==> src/rtl/bw_clk_cclk_hdr_ctl.sv <==
`default_nettype none
// ============================================================================
// Module      : bw_clk_cclk_hdr_ctl
// Description : Cluster-header clock controller at the receive end of the
//               global clock tree. It runs on the arriving gclk and does four
//               things:
//                 - synchronises the asynchronous cluster clock-enable
//                   request (cken_req),
//                 - sequences the header gating cell on and off, with
//                   programmable settle (start) and drain (stop) delays,
//                 - supports debug clock-stretch pulses,
//                 - returns a settled acknowledge (cken_ack) to the clock
//                   controller.
//
// Ports       : gclk        - global clock as received at the cluster
//               grst        - asynchronous active-high reset
//               cken_req    - async cluster clock-enable request
//               start_dly   - settle cycles before enabling (quasi-static)
//               stop_dly    - drain cycles before disabling (quasi-static)
//               stretch_req - gclk-synchronous single-cycle stretch request
//               stretch_len - cycles clk_en is held low per stretch
//               clk_en      - enable to header gating cell (dedicated flop)
//               cken_ack    - settled acknowledge of cken_req
//               state_o     - FSM state (OFF=0 START=1 ON=2 STOP=3 STRETCH=4)
//               busy        - high while in START, STOP or STRETCH
//
// Revision    : 1.0 - initial release
// ============================================================================
module bw_clk_cclk_hdr_ctl #(
    parameter int SYNC_STAGES = 2,
    parameter int CNT_W       = 4
) (
    input  logic             gclk,
    input  logic             grst,
    input  logic             cken_req,
    input  logic [CNT_W-1:0] start_dly,
    input  logic [CNT_W-1:0] stop_dly,
    input  logic             stretch_req,
    input  logic [CNT_W-1:0] stretch_len,
    output logic             clk_en,
    output logic             cken_ack,
    output logic [2:0]       state_o,
    output logic             busy
);

    // A single-flop synchroniser is never acceptable for cken_req.
    // Smaller settings are therefore raised to two stages.
    localparam int c_sync_n = (SYNC_STAGES < 2) ? 2 : SYNC_STAGES;

    typedef enum logic [2:0] {
        ST_OFF     = 3'd0,
        ST_START   = 3'd1,
        ST_ON      = 3'd2,
        ST_STOP    = 3'd3,
        ST_STRETCH = 3'd4
    } state_t;

    state_t             r_state;
    state_t             w_state_nxt;
    logic [CNT_W-1:0]   r_cnt;
    logic [CNT_W-1:0]   w_cnt_nxt;
    logic               r_clk_en;
    logic               w_clk_en_nxt;
    logic               r_ack;
    logic               w_ack_nxt;
    logic               r_busy;
    logic               w_busy_nxt;
    logic [c_sync_n-1:0] r_sync;
    logic               w_req_s;
    logic               w_cnt_zero;

    // ------------------------------------------------------------------
    // cken_req synchroniser. This is the only logic that samples the raw
    // request; everything downstream uses w_req_s.
    // ------------------------------------------------------------------
    always_ff @(posedge gclk or posedge grst) begin
        if (grst) begin
            r_sync <= '0;
        end else begin
            r_sync <= {r_sync[c_sync_n-2:0], cken_req};
        end
    end

    assign w_req_s    = r_sync[c_sync_n-1];
    assign w_cnt_zero = (r_cnt == '0);

    // ------------------------------------------------------------------
    // State, counter and output registers. clk_en comes straight from a
    // flop so the gating cell never sees a decode glitch.
    // ------------------------------------------------------------------
    always_ff @(posedge gclk or posedge grst) begin
        if (grst) begin
            r_state  <= ST_OFF;
            r_cnt    <= '0;
            r_clk_en <= 1'b0;
            r_ack    <= 1'b0;
            r_busy   <= 1'b0;
        end else begin
            r_state  <= w_state_nxt;
            r_cnt    <= w_cnt_nxt;
            r_clk_en <= w_clk_en_nxt;
            r_ack    <= w_ack_nxt;
            r_busy   <= w_busy_nxt;
        end
    end

    // ------------------------------------------------------------------
    // Next-state and next-output logic. The counter is loaded only when a
    // state is entered. It then counts down to zero in that state.
    // ------------------------------------------------------------------
    always_comb begin
        w_state_nxt  = r_state;
        w_cnt_nxt    = r_cnt;
        w_clk_en_nxt = r_clk_en;
        w_ack_nxt    = r_ack;

        case (r_state)
            ST_OFF: begin
                w_clk_en_nxt = 1'b0;
                w_ack_nxt    = 1'b0;
                if (w_req_s) begin
                    w_state_nxt = ST_START;
                    w_cnt_nxt   = start_dly;
                end
            end

            ST_START: begin
                w_clk_en_nxt = 1'b0;
                if (!w_req_s) begin
                    // Request withdrawn before settling.
                    // Abort without ever enabling the clock.
                    w_state_nxt = ST_OFF;
                end else if (w_cnt_zero) begin
                    w_state_nxt  = ST_ON;
                    w_clk_en_nxt = 1'b1;
                    w_ack_nxt    = 1'b1;
                end else begin
                    w_cnt_nxt = r_cnt - CNT_W'(1);
                end
            end

            ST_ON: begin
                w_clk_en_nxt = 1'b1;
                w_ack_nxt    = 1'b1;
                // A disable request wins over a simultaneous stretch.
                // That stretch is dropped, not queued.
                if (!w_req_s) begin
                    w_state_nxt = ST_STOP;
                    w_cnt_nxt   = stop_dly;
                end else if (stretch_req && (stretch_len != '0)) begin
                    w_state_nxt  = ST_STRETCH;
                    w_cnt_nxt    = stretch_len - CNT_W'(1);
                    w_clk_en_nxt = 1'b0;
                end
            end

            ST_STOP: begin
                // Clock stays on while the pipeline drains. A returning
                // request is not looked at here. OFF will pick it up.
                if (w_cnt_zero) begin
                    w_state_nxt  = ST_OFF;
                    w_clk_en_nxt = 1'b0;
                    w_ack_nxt    = 1'b0;
                end else begin
                    w_cnt_nxt = r_cnt - CNT_W'(1);
                end
            end

            ST_STRETCH: begin
                // The counter was loaded with len-1, and the exit edge
                // itself is one low cycle. Together that gives exactly
                // stretch_len low cycles. A falling request waits in the
                // synchroniser until ON.
                if (w_cnt_zero) begin
                    w_state_nxt  = ST_ON;
                    w_clk_en_nxt = 1'b1;
                end else begin
                    w_clk_en_nxt = 1'b0;
                    w_cnt_nxt    = r_cnt - CNT_W'(1);
                end
            end

            default: begin
                // Unused encodings fall back to a safe, gated-off state.
                w_state_nxt  = ST_OFF;
                w_cnt_nxt    = '0;
                w_clk_en_nxt = 1'b0;
                w_ack_nxt    = 1'b0;
            end
        endcase

        w_busy_nxt = (w_state_nxt == ST_START) ||
                     (w_state_nxt == ST_STOP)  ||
                     (w_state_nxt == ST_STRETCH);
    end

    assign clk_en   = r_clk_en;
    assign cken_ack = r_ack;
    assign state_o  = r_state;
    assign busy     = r_busy;

endmodule
`default_nettype wire

==> config.mk <==
export PLATFORM = sky130hd
export DESIGN_NAME = bw_clk_cclk_hdr_ctl
export DESIGN_NICKNAME = d
export VERILOG_FILES = /design/src/rtl/bw_clk_cclk_hdr_ctl.sv
export SDC_FILE = /design/constraint.sdc
export NUM_CORES = 1
export LEC_CHECK = 0
export CAP_MARGIN = 10
export CORE_MARGIN = 2
export CORE_UTILIZATION = 30
export DETAILED_ROUTE_END_ITERATION = 16
export DONT_BUFFER_PORTS = 1
export SYNTH_ARGS = -nofsm -noshare
export SYNTH_HDL_FRONTEND = slang
export SYNTH_SLANG_ARGS = --single-unit
export TNS_END_PERCENT = 50
==> constraint.sdc <==
create_clock -name gclk -period 2.3 [get_ports gclk]
set_clock_uncertainty 0.1 [all_clocks]
set_input_delay 0.23 -clock gclk [delete_from_list [all_inputs] [get_ports gclk]]
set_output_delay 0.23 -clock gclk [all_outputs]
set_load 0.05 [all_outputs]
==> impl_metrics.yaml <==
status:
  status: "finished with violations"
  violations: "DRC"
grt:
  grt_overflow: 0
  grt_usage_pct: 12.33
  grt_max_degree: 17
  grt_pass1_wl_mm: 3.256
  grt_pass1_vias: 762
  antenna_found_initial: 0
logic_synthesis:
  synth-compound-area-share_pct: 28.17
  ys_warn_count: 0
  ys_seq_area_share_pct: 33.47
  synth_simple_gate_area_share_pct: 18.13
  synth_xor_area_share_pct: 1.953
  muxShareOfSynthArea_pct: 2.232
  syn_inst: 105
  ys_types: 35
  synth-edff-count: 0
  synthAdderAreaFrac_pct: 2.789
  synth_top_family_by_area: "compound AO/OA/AOI/OAI gates"
  synth-main-ff-cell: "dfrtp_1"
  synth_async_sr_flop_share_pct: 100.0
  synth_nets: 123
  syn_area_um2: 897.1
  avgSynthCellArea_um2: 8.544
  synth_seq_cells: 12
cts:
  clockBufferDepth: 2
  clkSlewWorstSetupHoldPaths_ns: 0.08
  clkLatencyLatePin_ns: 0.27
  cts_resized: 0
  cts_tree: "done"
  post-cts-setup-buffers: 0
  cts_inserted_buffers: 3
  clock-sinks: 12
  clock-root-buffer: "clkbuf_4"
  htreeDepth: 1
  cts_hold_buf: 2
layout:
  area_growth_pct: 5.718
  seqCellArea_um2: 300.3
  multi_input_area_um2: 478.0
  fillerInstances: 295
  drive_gt1_share_pct: 11.11
  postLayoutCoreUtil_pct: 33.81
  final_area_um2: 948.4
  diodes: 0
  nets: 127
placed_design:
  placement.io_buffers: 0
  hpwl_mm: 1.579
  routabilityCongestion: 0.9233
  place_area_um2: 892.1
routing:
  drc: 2
  first_pass_iters: 10
  wl_mm: 1.967
  vias: 786
  antenna_left: 0
  wl_per_cell_um: 14.15
  vias_per_cell: 5.655
  drtIter0Drc: 21
timing:
  final-setup-viol-count: 0
  holdWs_ns: 0.1750
  tightest_slew_ns: 0.5470
  slew_headroom_pct: 63.54
  maxSlewViolCount: 0
  setup_tns_ns: 0
  fmax_mhz: 506.1
  period_share_pct: 85.91
  final_hold_viol_count: 0
  period_needed_ns: 1.976
  rsz0062_at_grt: "false"
floorplan:
  rows: 19
  die_area_um2: 3444
  die_w_um: 58.69
  coreArea_um2: 2805
  die_h_um: 58.69
  initial_core_util_pct: 31.98
  pin_count: 22
critical_path:
  crit_path_cell_trace: "inv_1 -> ha_1 -> nor3b_1 -> and3_1 -> nor2_1 -> o221a_2 -> o22ai_1"
  crit_path_start: "r_cnt[0]"
  required_ns: 2.38
  cpPeakStageDelay_ns: 0.45
  slowest_stage: "nor3b_1"
  cp-end-kind: "register"
  r2r_start: "r_cnt[0]"
  start_kind: "register"
  cp_max_fo: 5
  worstPathArrival_ns: 2.06
  cp.buffers_inverters: 1
  crit_type: "reg -> reg"
  crit_family: "simple AND/OR/NAND/NOR gates"
job:
  maxCapViolCount: 0
power_and_ir_drop:
  leakagePower_nw: 0.4082
  irDropWorstVdd_mv: 0.5895
  p_total_mw: 1.233
  powerDensity_nw_per_um2: 1300
min_path:
  min_from: "stretch_req"
  worstHoldPathType: "in -> reg"
-- final cells by class --
| type | instances | area share, % |
|---|---|---|
| multi-input cells | 74 | 50.40 |
| flip-flops and latches | 12 | 31.66 |
| repair buffers | 6 | 5.277 |
| inverters | 12 | 4.749 |
| well taps | 31 | 4.090 |
| clock buffers | 4 | 3.826 |
-- Yosys cell counts (2+ instances only) --
cell type  number  share of area [%]
dfrtp_1        12                 33
inv_1          12                5.0
nor2_1         11                4.6
a21oi_1         9                5.0
nand2_1         5                2.1
o21ai_0         5                2.8
o31ai_1         4                3.3
a211oi_1        3                2.5
a31oi_1         3                2.1
buf_6           3                3.8
nand3_1         3                1.7
nor3_1          3                1.7
o22ai_1         3                2.1
a311oi_1        2                2.0
and3_1          2                1.4
clkbuf_8        2                3.1
ha_1            2                2.8
mux2i_1         2                2.2
nand2b_1        2                1.4
xnor2_1         2                2.0
-- final timing paths --
kind                                    to  slack, ns  cells past startpoint
min in group asynchronous       state_o[2]       0.30                      2
worst min register to register   r_sync[1]       0.25                      0
max in group asynchronous       state_o[1]       1.46                      2
worst min-delay path            state_o[2]       0.18                      3
worst max register to register    r_cnt[2]       0.32                      7
worst max-delay path              r_cnt[2]       0.32                      7
-- placed cells by master, fill, tap and decap left out, types with 3 or more instances in the layout --
cell type / n
o31ai_1: 4
o22ai_1: 3
a31oi_1: 3
nor3_1: 3
nand2_1: 5
dfrtp_1: 12
buf_4: 4
a211oi_1: 3
a21oi_1: 9
nor2_1: 11
clkbuf_4: 3
nand3_1: 3
inv_1: 12
o21ai_0: 5
-- flip-flops by register name (all words and copies together), names as in the netlist --
| register | count |
|---|---|
| r_cnt | 4 |
| state_o | 3 |
| r_sync | 2 |
| busy | 1 |
| cken_ack | 1 |
| clk_en | 1 |
-- worst register-to-register path, stage by stage, from the launching register on --
cell,delay [ns]
dfrtp_1,0.42
inv_1,0.09
ha_1,0.20
nor3b_1,0.45
and3_1,0.27
nor2_1,0.05
o221a_2,0.15
o22ai_1,0.16
-- stage by stage --
| stage | std cells | setup WS (ns) |
|---|---|---|
| 2_1_floorplan | 105 | 0.5791 |
| 6_report | 139 | 0.3241 |
| 5_1_grt | 139 | 0.2047 |
| 4_1_cts | 139 | 0.3382 |
| 3_5_place_dp | 133 | 0.3765 |
| 3_3_place_gp | 133 | 0.4778 |
-- cells by family (layout without fill, tap and decap cells) --
| family | count (synthesis) | count (layout) |
|---|---|---|
| mux | 2 | 2 |
| fa+ha+maj | 2 | 2 |
| simple gates | 32 | 32 |
| xor+xnor | 2 | 2 |
| buf+inv | 19 | 22 |
| compound gates | 36 | 36 |
| flops | 12 | 12 |
-- layer usage --
metal	vias to the layer above	part of all wire [%]	global-route usage, %	wire [um]
met5	-	0	0	0
met4	0	2.5	5.844	49
met3	6	6.4	3.516	126
met2	20	51	20.39	995
met1	376	40	14.75	796
li1	384	-	-	-
-- report_power, final --
part	switching (mW)	internal, mW	total [mW]
registers	0.194	0.286	0.480
logic	0.346	0.239	0.585
clock network	0.0715	0.0961	0.168
total	0.612	0.621	1.23
(Power assumes the default switching activity.)
